--- src/rtl/traffic_signal_controller.sv ---
`default_nettype none
// ============================================================================
//  Module      : traffic_signal_controller
//  Description : Moore FSM controlling a highway / country-road crossing.
//                The highway is green by default. A car on the country road
//                starts a timed hand-over (yellow, then all-red, then country
//                green). The country road keeps green while cars are present,
//                then goes yellow and returns right-of-way to the highway.
//  Ports       : CLOCK               - system clock, rising edge active
//                CLEAR               - asynchronous active-low reset
//                CAR_ON_COUNTRY_ROAD - 1 = vehicle present on country road
//                MAIN_SIG            - highway lamp code (0 RED/1 YEL/2 GRN)
//                COUNTRY_SIG         - country lamp code (same encoding)
//  Revision    : 1.0 - initial release
// ============================================================================
module traffic_signal_controller #(
    parameter int unsigned Y2RDELAY = 3,   // yellow dwell, 1..15 cycles
    parameter int unsigned R2GDELAY = 2    // all-red dwell, 1..15 cycles
) (
    output logic [1:0] MAIN_SIG,
    output logic [1:0] COUNTRY_SIG,
    input  logic       CAR_ON_COUNTRY_ROAD,
    input  logic       CLOCK,
    input  logic       CLEAR
);

    // Lamp codes
    localparam logic [1:0] C_RED    = 2'd0;
    localparam logic [1:0] C_YELLOW = 2'd1;
    localparam logic [1:0] C_GREEN  = 2'd2;

    // The dwell counter counts down to zero, so it is loaded with delay-1
    localparam logic [3:0] C_Y2R_LOAD = 4'(Y2RDELAY - 1);
    localparam logic [3:0] C_R2G_LOAD = 4'(R2GDELAY - 1);

    typedef enum logic [2:0] {
        S0 = 3'd0,   // main green, country red
        S1 = 3'd1,   // main yellow, country red
        S2 = 3'd2,   // all red
        S3 = 3'd3,   // main red, country green
        S4 = 3'd4    // main red, country yellow
    } state_t;

    state_t     state_q, state_d;
    logic [3:0] cnt_q, cnt_d;

    // ------------------------------------------------------------------
    // State and dwell-counter registers
    // ------------------------------------------------------------------
    always_ff @(posedge CLOCK or negedge CLEAR) begin
        if (!CLEAR) begin
            state_q <= S0;
            cnt_q   <= 4'd0;
        end else begin
            state_q <= state_d;
            cnt_q   <= cnt_d;
        end
    end

    // ------------------------------------------------------------------
    // Next-state and counter logic
    // ------------------------------------------------------------------
    always_comb begin
        state_d = state_q;
        cnt_d   = cnt_q;
        unique case (state_q)
            S0: begin
                if (CAR_ON_COUNTRY_ROAD) begin
                    state_d = S1;
                    cnt_d   = C_Y2R_LOAD;
                end
            end
            S1: begin
                if (cnt_q == 4'd0) begin
                    state_d = S2;
                    cnt_d   = C_R2G_LOAD;
                end else begin
                    cnt_d = cnt_q - 4'd1;
                end
            end
            S2: begin
                if (cnt_q == 4'd0) begin
                    state_d = S3;
                end else begin
                    cnt_d = cnt_q - 4'd1;
                end
            end
            S3: begin
                if (!CAR_ON_COUNTRY_ROAD) begin
                    state_d = S4;
                    cnt_d   = C_Y2R_LOAD;
                end
            end
            S4: begin
                if (cnt_q == 4'd0) begin
                    state_d = S0;
                end else begin
                    cnt_d = cnt_q - 4'd1;
                end
            end
            default: begin
                // Unreachable encodings recover to the safe default state
                state_d = S0;
                cnt_d   = 4'd0;
            end
        endcase
    end

    // ------------------------------------------------------------------
    // Moore output decode; any unknown state shows highway green only
    // ------------------------------------------------------------------
    always_comb begin
        MAIN_SIG    = C_GREEN;
        COUNTRY_SIG = C_RED;
        case (state_q)
            S0: begin
                MAIN_SIG    = C_GREEN;
                COUNTRY_SIG = C_RED;
            end
            S1: begin
                MAIN_SIG    = C_YELLOW;
                COUNTRY_SIG = C_RED;
            end
            S2: begin
                MAIN_SIG    = C_RED;
                COUNTRY_SIG = C_RED;
            end
            S3: begin
                MAIN_SIG    = C_RED;
                COUNTRY_SIG = C_GREEN;
            end
            S4: begin
                MAIN_SIG    = C_RED;
                COUNTRY_SIG = C_YELLOW;
            end
            default: begin
                MAIN_SIG    = C_GREEN;
                COUNTRY_SIG = C_RED;
            end
        endcase
    end

endmodule
`default_nettype wire

--- config.mk ---
export PLATFORM = sky130hd
export DESIGN_NAME = traffic_signal_controller
export DESIGN_NICKNAME = d
export VERILOG_FILES = /design/src/rtl/traffic_signal_controller.sv
export SDC_FILE = /design/constraint.sdc
export NUM_CORES = 1
export LEC_CHECK = 0
export CORE_AREA = 2 2 39 41
export CTS_CLUSTER_DIAMETER = 120
export CTS_CLUSTER_SIZE = 12
export DETAILED_ROUTE_END_ITERATION = 16
export DIE_AREA = 0 0 41 43
export PLACE_DENSITY = 0.73
export SYNTH_ARGS = -nofsm -noshare
export SYNTH_HDL_FRONTEND = slang
export SYNTH_SLANG_ARGS = --single-unit
export TNS_END_PERCENT = 30
--- constraint.sdc ---
create_clock -name CLOCK -period 2.09 [get_ports CLOCK]
set_input_delay 0.3135 -clock CLOCK [delete_from_list [all_inputs] [get_ports CLOCK]]
set_output_delay 0.3135 -clock CLOCK [all_outputs]
set_load 0.005 [all_outputs]
==> results.cfg <==
[critical_path]
regToRegStartpoint = cnt_q[0]$_DFFE_PN0P_
path_class = flip-flop to output port
end_kind = output port
worstPathRequired_ps = 1780
arrival_ps = 1570
crit_path_max_fanout = 5
start_kind = flip-flop
crit_start = state_q[2]$_DFFE_PN0P_

[clock_tree]
clk_latency_ps = 260
cts_tree = yes
cts.repair.resized = 0
cts.sinks = 7
hold_buffers = 0
clock_path_buffers = 2
cts_root_buffer = clkbuf_4
cts_setup_buffers = 0
clk_pin_slew_ps = 50
cts_made_buffers = 3
h-tree-depth = 1

[layout]
drive_gt1_share_pct = 15.07
final_cell_mix = dfrtp_1 (7), inv_1 (6), clkdlybuf4s50_1 (6)
final_cell_area_um2 = 658.1
n_antenna_cell = 0
num-fill-cells = 143
syn_to_final_growth_pct = 20.09
nets = 78
layout_commonest_cell = dfrtp_1

[synth]
synth_seq_cells = 7
syn_inst = 64
synth_top_family_by_area = compound AO/OA/AOI/OAI gates
postSynthAreaPerCell_um2 = 8.563
synthMuxAreaShare_pct = 0
synth_compound_area_share_pct = 27.85
syn_nets = 68
synth_simple_gate_area_share_pct = 21.00
ys_seq_area_share_pct = 31.96
synth_adder_area_share_pct = 2.283
synth_cell_types = 33
yosys_warnings = 0
synth_area_um2 = 548.0
synth-xor-area-share_pct = 7.991

[power_and_ir_drop]
peakVddDrop_uv = 550.3
p_per_area_nw_per_um2 = 1647
leakage_nw = 0.2888

[floorplan]
die_h_um = 43
fp.dieArea_um2 = 1763
die_x_um = 41
start_util_pct = 39.60
pin_count = 7
num_rows = 14
core_area_um2 = 1384

[routing]
drt_pass1_iterations = 4
wl_um = 1210
detail_route.wl_per_cell_um = 13.60
drc_errors = 0
drt_iter0_drc = 17
num_vias = 505
ant_nets = 0
via_per_inst = 5.674

[sta]
hold_violations = 0
relSlewSlack_pct = 78.24
setup-tns-final_ps = 0
rsz0062_at_grt = no
whs_ps = 313.5
drv_slew = 0
finalCriticalPeriod_ps = 1880
final-setup-viol-count = 0
max_freq_mhz = 531.9
post-route-period-util_pct = 89.95
worst_pin_slew_ps = 322.2
fin_skew_ps = 2.407

[global_routing]
grt_remaining_overflow = 0
grtUsageTotal_pct = 18.48
grt_max_degree = 17
grt_pass1_vias = 496
grt_first_pass_wirelength_um = 2173
antenna_found_initial = 0

[place]
hpwl_um = 862.4
io_buffers = 6
placed_area_um2 = 631.9
gp_congestion = 0.8938

[job]
max_cap_violations = 0

[min_path]
worstHoldPathType = primary input to asynchronous set/reset pin

[run_status]
outcome = finished clean
[flip-flops by register name, indices dropped and copies added, names as in the netlist]
signal   count
cnt_q        4
state_q      3
[power breakdown]
part	internal (W)	switching, W	leakage, nW
combinational	0.000352	0.000346	0.186
clock	0.0000732	0.0000550	0.0150
sequential	0.000195	0.0000630	0.0875
[cell type report]
type / instances / area, um^2 / share of cell area (%)
Sequential cell: 7 / 175.2 / 26.62
Timing Repair Buffer: 10 / 90.09 / 13.69
Multi-Input combinational cell: 46 / 324.1 / 49.24
Tap cell: 16 / 20.02 / 3.042
Inverter: 6 / 22.52 / 3.422
Clock buffer: 4 / 26.28 / 3.992
[stage by stage]
stage	setup slack, ps	util [%]	instances	power, W
floorplan	396.2	-	64	0.0007493
global placement	301.0	45.66	85	0.0009411
detailed placement	316.7	45.66	85	0.0009444
CTS	194.9	47.56	89	0.001088
global route	100.4	47.56	89	0.001192
finish	210.1	47.56	89	0.001084
[cells in the mapped netlist]
cell / count / area (um^2)
a211o_1: 1 / 8.760
a211o_2: 1 / 10.01
a211oi_1: 1 / 7.510
a21o_1: 1 / 7.510
a21oi_1: 3 / 15.01
a311oi_1: 1 / 8.760
a31oi_1: 1 / 6.260
a32oi_1: 1 / 8.760
buf_2: 3 / 15.01
buf_4: 1 / 7.510
clkbuf_1: 1 / 3.750
dfrtp_1: 7 / 175.2
ha_1: 1 / 12.51
inv_1: 6 / 22.52
nand2_1: 3 / 11.26
nand2b_1: 1 / 6.260
nand3_1: 1 / 5.000
nor2_1: 5 / 18.77
nor2b_1: 1 / 6.260
nor3_1: 3 / 15.01
nor3_2: 1 / 10.01
nor3b_1: 2 / 15.01
nor3b_4: 1 / 18.77
o211ai_1: 1 / 7.510
o211ai_2: 1 / 12.51
o21ai_0: 3 / 15.01
o21bai_1: 1 / 7.510
o22ai_1: 3 / 18.77
o311a_1: 1 / 10.01
o311ai_0: 1 / 8.760
or3b_1: 1 / 8.760
xnor2_1: 3 / 26.28
xor2_1: 2 / 17.52
[cell families (layout without fill, tap and decap cells)]
family                   Yosys count  after routing
AO/OA/AOI/OAI                     21             21
AND/OR/NAND/NOR                   19             19
buffers and inverters             11             20
flip-flops                         7              7
XOR/XNOR                           5              5
adder cells (fa/ha/maj)            1              1
[critical path, stage by stage, from the launching register on]
cell and delay [ps]:
dfrtp_1 370, inv_1 160, nand2_1 150, nor2_1 120
clkdlybuf4s50_1 510
[routing by layer]
layer | wire length (um) | global-route usage [%]
met5 | 0 | 0
met1 | 534 | 23.93
met2 | 550 | 25.31
met3 | 75 | 3.141
met4 | 50 | 15.33
[path summary, 6_finish.rpt]
check                                          to  slack, ps  cells past startpoint
max                                   MAIN_SIG[0]        210                      4
min                        state_q[2]$_DFFE_PN0P_        310                      1
max reg2reg                  cnt_q[1]$_DFFE_PN0P_        290                      6
min reg2reg                  cnt_q[1]$_DFFE_PN0P_        530                      1
max in group asynchronous    cnt_q[0]$_DFFE_PN0P_       1530                      1
min in group CLOCK           cnt_q[1]$_DFFE_PN0P_        530                      1
Power figures use the tool's default switching activity.
